<file path="config.mk">
export PLATFORM = sky130hd
export DESIGN_NAME = id_ex_reg
export DESIGN_NICKNAME = d
export VERILOG_FILES = /design/src/rtl/pipe_pkg.sv /design/src/rtl/operand_fwd_mux.sv /design/src/rtl/id_ex_reg.sv
export SDC_FILE = /design/constraint.sdc
export NUM_CORES = 1
export LEC_CHECK = 0
export CAP_MARGIN = 30
export CORE_MARGIN = 3
export CORE_UTILIZATION = 30
export CTS_BUF_LIST = sky130_fd_sc_hd__clkbuf_8
export CTS_CLUSTER_SIZE = 24
export DETAILED_ROUTE_END_ITERATION = 10
export GPL_ROUTABILITY_DRIVEN = 0
export GPL_TIMING_DRIVEN = 0
export SETUP_SLACK_MARGIN = 0.4
export SYNTH_ARGS = -nofsm -noshare
export SYNTH_HDL_FRONTEND = slang
export SYNTH_SLANG_ARGS = --single-unit
</file>
<file path="constraint.sdc">
create_clock -name clk -period 2.7 [get_ports clk]
set_clock_uncertainty 0.05 [all_clocks]
set_input_delay 0.54 -clock clk [delete_from_list [all_inputs] [get_ports clk]]
set_output_delay 0.54 -clock clk [all_outputs]
set_load 0.05 [all_outputs]
</file>
<file path="src/rtl/pipe_pkg.sv">
// Shared decode/execute pipeline definitions: widths, type-class masks and
// the registered decode-to-execute payload.
package pipe_pkg;
  localparam int XLEN   = 32;
  localparam int CTRL_W = 16;

  localparam logic [4:0] TYPE_NORS2_MSK = 5'b00111;
  localparam logic [4:0] TYPE_NORD_MSK  = 5'b11000;

  typedef struct packed {
    logic [XLEN-1:0]   pc;
    logic [XLEN-1:0]   imm;
    logic [XLEN-1:0]   op1;
    logic [XLEN-1:0]   op2;
    logic [4:0]        typ;
    logic [4:0]        rd;
    logic              load;
    logic [CTRL_W-1:0] ctrl;
  } de_payload_t;

  function automatic logic has_rd(input logic [4:0] t);
    return (t & TYPE_NORD_MSK) == 5'd0;
  endfunction

  function automatic logic has_rs2(input logic [4:0] t);
    return (t & TYPE_NORS2_MSK) == 5'd0;
  endfunction
endpackage

</file>
<file path="src/rtl/operand_fwd_mux.sv">
// Source operand select: x0 reads as zero, then hazard-unit forward,
// then register-file read data.
module operand_fwd_mux #(
  parameter int XLEN = pipe_pkg::XLEN
) (
  input  logic [4:0]      i_idx,
  input  logic [XLEN-1:0] i_rf_data,
  input  logic            i_fwd_vld,
  input  logic [XLEN-1:0] i_fwd_data,
  output logic [XLEN-1:0] o_op
);
  always_comb begin
    o_op = i_rf_data;
    if (i_idx == 5'd0)  o_op = '0;
    else if (i_fwd_vld) o_op = i_fwd_data;
  end
endmodule

</file>
<file path="src/rtl/id_ex_reg.sv">
// Decode-to-execute pipeline register with operand forwarding, load-use
// stall, redirect flush and issue/stall performance counters.
module id_ex_reg
  import pipe_pkg::*;
#(
  // payload struct widths come from pipe_pkg; keep these equal to it
  parameter int XLEN   = pipe_pkg::XLEN,
  parameter int CTRL_W = pipe_pkg::CTRL_W
) (
  input  logic              clk,
  input  logic              rst,
  input  logic              flush,
  input  logic              valid_D,
  output logic              ready_D,
  input  logic [XLEN-1:0]   pc_D,
  input  logic [XLEN-1:0]   imm_D,
  input  logic [4:0]        type_D,
  input  logic [4:0]        rs1_D,
  input  logic [4:0]        rs2_D,
  input  logic [4:0]        rd_D,
  input  logic              load_D,
  input  logic [CTRL_W-1:0] ctrl_D,
  input  logic [XLEN-1:0]   rf_rdata1,
  input  logic [XLEN-1:0]   rf_rdata2,
  input  logic              stall_D,
  input  logic              valid_forward_rs1,
  input  logic              valid_forward_rs2,
  input  logic [XLEN-1:0]   forward_rs1,
  input  logic [XLEN-1:0]   forward_rs2,
  input  logic              ready_E,
  output logic              valid_E,
  output logic [XLEN-1:0]   pc_E,
  output logic [XLEN-1:0]   imm_E,
  output logic [XLEN-1:0]   op1_E,
  output logic [XLEN-1:0]   op2_E,
  output logic [4:0]        type_E,
  output logic [4:0]        rd_E,
  output logic              load_E,
  output logic [CTRL_W-1:0] ctrl_E,
  output logic [31:0]       cnt_issue,
  output logic [31:0]       cnt_stall
);
  logic              r_valid_E;
  de_payload_t       r_pl;
  logic [31:0]       r_cnt_issue;
  logic [31:0]       r_cnt_stall;

  logic              w_fire_in;
  logic              w_fire_out;
  de_payload_t       w_pl_nxt;
  logic [1:0][4:0]       w_idx;
  logic [1:0][XLEN-1:0]  w_rf;
  logic [1:0]            w_fv;
  logic [1:0][XLEN-1:0]  w_fd;
  logic [1:0][XLEN-1:0]  w_op;

  assign w_fire_out = r_valid_E & ready_E;
  assign ready_D    = ~stall_D & ~flush & (~r_valid_E | ready_E);
  assign w_fire_in  = valid_D & ready_D;

  assign w_idx = {rs2_D, rs1_D};
  assign w_rf  = {rf_rdata2, rf_rdata1};
  assign w_fv  = {valid_forward_rs2, valid_forward_rs1};
  assign w_fd  = {forward_rs2, forward_rs1};

  // op2 is resolved even for no-rs2 classes; execute picks imm_E instead
  for (genvar g = 0; g < 2; g++) begin : g_opnd
    operand_fwd_mux #(.XLEN(XLEN)) u_mux (
      .i_idx      (w_idx[g]),
      .i_rf_data  (w_rf[g]),
      .i_fwd_vld  (w_fv[g]),
      .i_fwd_data (w_fd[g]),
      .o_op       (w_op[g])
    );
  end

  always_comb begin
    w_pl_nxt      = '0;
    w_pl_nxt.pc   = pc_D;
    w_pl_nxt.imm  = imm_D;
    w_pl_nxt.op1  = w_op[0];
    w_pl_nxt.op2  = w_op[1];
    w_pl_nxt.typ  = type_D;
    w_pl_nxt.rd   = rd_D;
    w_pl_nxt.load = load_D;
    w_pl_nxt.ctrl = ctrl_D;
  end

  // Payload is not cleared on flush/bubble: the hazard unit masks stale
  // rd/type/load through valid_E.
  always_ff @(posedge clk) begin
    if (rst) begin
      r_valid_E   <= 1'b0;
      r_pl        <= '0;
      r_cnt_issue <= '0;
      r_cnt_stall <= '0;
    end else begin
      if (flush)           r_valid_E <= 1'b0;
      else if (w_fire_in) begin
        r_valid_E <= 1'b1;
        r_pl      <= w_pl_nxt;
      end else if (w_fire_out) r_valid_E <= 1'b0;

      if (w_fire_in)                   r_cnt_issue <= r_cnt_issue + 32'd1;
      if (valid_D & stall_D & ~flush)  r_cnt_stall <= r_cnt_stall + 32'd1;
    end
  end

  assign valid_E   = r_valid_E;
  assign pc_E      = r_pl.pc;
  assign imm_E     = r_pl.imm;
  assign op1_E     = r_pl.op1;
  assign op2_E     = r_pl.op2;
  assign type_E    = r_pl.typ;
  assign rd_E      = r_pl.rd;
  assign load_E    = r_pl.load;
  assign ctrl_E    = r_pl.ctrl;
  assign cnt_issue = r_cnt_issue;
  assign cnt_stall = r_cnt_stall;
endmodule

</file>
After elaboration in Yosys (flattened, before gate mapping)
Index checks and enable logic that the tools add are counted.

storage, ports and cells
  flip-flop bits (word level) = 220
  bits in latches = 0
  memory bits (writable) = 0
  memory bits (read-only) = 0
  input port bits = 237
  output and inout port bits = 221
  word-level logic and storage cells = 34
  memories kept = 0

cells by class
  add/sub/neg operators = 2
  $mul = 0
  divide/modulo/power cells = 0
  order comparisons = 0
  eq/ne operators = 0
  shift operators = 0
  mux-type cells = 6
  bitwise operators = 10
  reduce and logical (&&, ||, !) cells = 5

operators by type and width
  operator               count
  $mux 32                4
  $add 32x1->32 const B  2
  $logic_not 5->1        2
  $and 1x1->1            6
  $not 1->1              3
  $mux 1                 2
  $reduce_and 2->1       1
  $reduce_bool 2->1      1
  $reduce_or 2->1        1
  $or 1x1->1             1

Logic depth before layout (Yosys ltp)
  depth after elaboration = 5
  mapped depth = 8
  depth with buffers taken out = 6

Cells and area by module
Synthesis repeated with hierarchy kept, for this count alone.

unflattened totals
  cells, all modules = 1211
  area total of the unflattened synthesis = 9653.0 um^2

by module, submodules not included
  module           instances  cells each  area each (um^2)
  id_ex_reg        1          1059        8481.9
  operand_fwd_mux  2          76          585.6

Worst setup path after synthesis
No wires, ideal clock.

  path type = register -> register
  start = register r_cnt_stall[8], in the netlist cnt_stall[8]
  end = register r_cnt_stall[31], in the netlist cnt_stall[31]
  arrival = 2395 ps
  slack = 134 ps
  stages on the path, launching flop included = 7
  buffers on the path = 1
  period minus slack after synthesis = 2566 ps
  cell sequence = dfxtp_1 and4_1 buf_6 nand4_4 or4_2 nor3_1 mux2_2

on the way
  word-level cells in the longest chain between the ends = 1

RTL lines
  element                 RTL line          text
  from (decl)             id_ex_reg.sv:46   logic [31:0] r_cnt_stall;
  from (signal assigned)  id_ex_reg.sv:105  if (valid_D & stall_D & ~flush) r_cnt_stall <= r_cnt_stall + 32'd1;
  $add 32x1->32           id_ex_reg.sv:105

Every way passes these cells.
A chain may end at the register's enable or synchronous reset.

Worst setup path in the final report
  start = register r_pl, in the netlist pc_E[22]
  end = output pc_E[22]

RTL lines
  element                 RTL line          text
  from (decl)             id_ex_reg.sv:44   de_payload_t r_pl;
  from (signal assigned)  id_ex_reg.sv:101  r_pl <= w_pl_nxt;
  to (decl)               id_ex_reg.sv:32   output logic [XLEN-1:0] pc_E,

No word-level cell between the ends.

==> results by group <==
Floorplan
  • Row Count: 62
  • Area of the die: 32000 µm²
  • Die Span Y: 179 µm
  • I/O pin count: 458
  • Core area: 29100 µm²
  • Starting Density: 30.8%
  • Chip width: 179 µm

STA
  • Worst-Margin Slew: 0.688 ns
  • Fmax: 0.444 GHz
  • Period utilization: 83.3%
  • Slew HR: 54.2%
  • RSZ-0062 raised after global routing: no
  • Hold Fails Final Rpt: 0
  • Min Hold Slack: 0.396 ns
  • Setup TNS: 0 ns
  • Max-slew violation count: 0
  • Final Critical Period: 2.25 ns
  • Setup violation total in the final timing report: 0

Global routing
  • First-pass GRT wire length: 53.2 mm
  • Largest net degree at the start of global routing: 11
  • GR Overflow Total: 0
  • Antenna violations before repair: 1
  • Vias in the first global route: 9181
  • Total Routing Usage GR: 21.6%

Clock tree
  • CTS root buffer: clkbuf_8
  • Total CTS buffers: 40
  • Clock latency on the worst-skew pair: 0.52 ns
  • Max clock buf depth: 3
  • CTS tree: done
  • H-tree Lvls: 2
  • Worst-path clk slew: 0.06 ns
  • CTS Sinks: 220
  • # hold bufs at CTS: 0

Finish
  • Filler Cell Count: 2871
  • Finished Cell Area: 14800 µm²
  • Share of layout cells above drive strength 1: 11.1%
  • Area growth syn-to-layout: 65.2%
  • Area occupied by multi-input gates: 4270 µm²
  • Sequential cell area: 4440 µm²
  • Layout Cells excl Fill: 1957
  • Final #Nets: 1790

Worst setup path
  • Critical-path top delay cell: clkdlybuf4s50_1
  • CP startpoint kind: flop
  • Worst path max stage delay: 0.81 ns
  • Crit path DAT: 1.66 ns
  • Worst reg-to-reg path cell count: 6
  • Reg2reg start: cnt_stall[5]
  • CP top delay family: buffers and inverters
  • Bufs and invs on worst path: 1
  • Reg2Reg Setup Slack: 0.54 ns
  • R2R Path End: cnt_stall[30]
  • Critical path class: reg2out
  • Crit path depth: 1
  • Worst-path maximum fanout: 2
  • Worst EP required: 2.11 ns
  • CP startpoint: pc_E[22]
  • Critical path capture point type: primary output
  • CP cell instances: clkdlybuf4s50_1

Synth
  • Synth area leader: dfxtp_1
  • FFs w/ async S/R, synth: 0%
  • Area contributors post-synth: dfxtp_1 (49%), nand2_1 (8.7%), mux2_2 (8.3%), a21oi_1 (5.7%), a22oi_1 (5.4%)
  • Cells after synthesis: 1051
  • Net Count, Synth: 1290
  • Yosys top cell area share: 49.1%
  • Synth Register Bits: 220
  • Most used DFF post-synth: dfxtp_1
  • Post-synth EDFFs: 0
  • Synth warnings: 0
  • Cell area after synthesis: 8970 µm²
  • Syn_area_per_cell: 8.54 µm²
  • Yosys cell types: 37
  • Sequential share of the synthesized area: 49.1%

Drt
  • Final wirelength: 36.3 mm
  • Wire per inst: 18.6 µm
  • DR vias: 9330
  • Initial DRC count: 444
  • Drt pass-1 iters: 5
  • Drt drc: 0
  • Antenna Nets Post-Route: 0
  • Vias/cell: 4.77

Power
  • Peak supply drop: 0.267 mV
  • Leakage power: 0.00688 µW
  • Pwr Density: 502 nW/µm²

Outcome
  • Status: completed

Min path
  • Worst hold path startpoint: rst
  • Worst hold endpoint: cnt_stall[31]
  • Worst hold stages: 3
  • Hold WC Path Type: in2reg

Placed design
  • PortBufs: 454
  • Detailed Place HPWL: 28.1 mm
  • Placed Cells: 1889
  • Placement-stage cell area: 14000 µm²

Run
  • Max-cap viol count: 0
routing by layer:
metal	share of wire, %	global-route usage [%]
met5	0	0
met4	2.4	5.52
met3	8.4	7.33
met2	49	36.7
met1	40	26.2
cell usage after synthesis (10+ instances only):
master      n
dfxtp_1   220
nand2_1   208
nor2_1    125
a21oi_1   103
clkbuf_1   72
mux2_2     66
a22oi_1    64
xnor2_1    42
nor3_1     23
nand3_1    21
nor4_1     15
inv_1      14
nand4_1    14
xor2_1     10
power breakdown:
| group | switching, µW | internal, µW |
|---|---|---|
| clock network | 1340 | 1560 |
| logic | 637 | 542 |
| registers | 41.7 | 3330 |
| total | 2020 | 5420 |
state kept, by name, indices dropped and copies added (netlist names):
signal	flops
cnt_issue	32
cnt_stall	32
imm_E	32
op1_E	32
op2_E	32
pc_E	32
ctrl_E	16
rd_E	5
type_E	5
load_E	1
valid_E	1
placed cells by master, fill, tap and decap left out, drive strengths merged:
cell / n
clkbuf: 116
ha: 2
xor2: 10
or3: 6
o31ai: 1
o21ai: 7
and2: 4
or4: 3
buf: 12
nor2: 125
and4: 9
dlymetal6s2s: 57
and3: 6
nor2b: 3
nor3b: 1
nand4b: 1
nand2: 208
mux2: 66
nor3: 23
clkinv: 3
clkdlybuf4s50: 244
nand3: 21
a22oi: 64
nand2b: 2
a21oi: 103
inv: 27
xnor2: 42
dfxtp: 220
nor4: 15
dlygate4sd2: 152
diode: 1
a211oi: 1
nand3b: 1
and3b: 1
nor4b: 1
nand4: 15
per-stage QoR:
| stage | setup slack (ns) | util, % | total power (µW) |
|---|---|---|---|
| after floorplan | 0.377 | - | 4010 |
| after global placement | -0.891 | 48.2 | 4640 |
| after detailed placement | -0.923 | 48.2 | 4650 |
| after CTS | 0.340 | 50.2 | 7570 |
| after global routing | 0.399 | 50.9 | 7770 |
| final | 0.450 | 50.9 | 7440 |
final cells by class:
type	instances	area share, %
diodes	1	0.0169
well taps	384	3.24
inverters	14	0.355
multi-input cells	741	28.8
flip-flops and latches	220	29.9
clock inverters	16	0.431
clock buffers	47	4.37
plain buffers	76	2.26
repair buffers	458	30.6
cells by family (layout without fill, tap and decap cells):
kind of cell,Yosys count,in the layout,synth area share (%)
AO/OA/AOI/OAI,176,176,11.7
multiplexers,66,66,8.28
XOR/XNOR,52,52,5.08
AND/OR/NAND/NOR,445,445,21.7
flip-flops,220,220,49.1
adder cells (fa/ha/maj),2,2,0.279
buffers and inverters,90,611,3.86
other,0,1,0
how the worst max path moves through the flow:
stage / slack [ns] / end
after global routing: 0.40 / op1_E[22]
after detailed placement: -0.92 / imm_E[26]
final: 0.45 / pc_E[22]
after global placement: -0.89 / type_E[3]
after floorplan: 0.38 / cnt_stall[31]
after CTS: 0.34 / ready_D
worst reg2reg max path: cells and delay by family (launching register included):
family | cells | cell delay (ns)
and+or+nand+nor | 4 | 1.35
DFF | 1 | 0.37
buffers and inverters | 1 | 0.18
AOI/OAI and AO/OA | 1 | 0.14
what timing repair did:
| action | CTS | global route |
|---|---|---|
| resized for setup | 177 | 95 |
| buffers inserted | 3 | 1 |
| pin swaps | 2 | 1 |
| endpoints found under the setup margin | 314 | 177 |
Power figures use the tool's default switching activity.
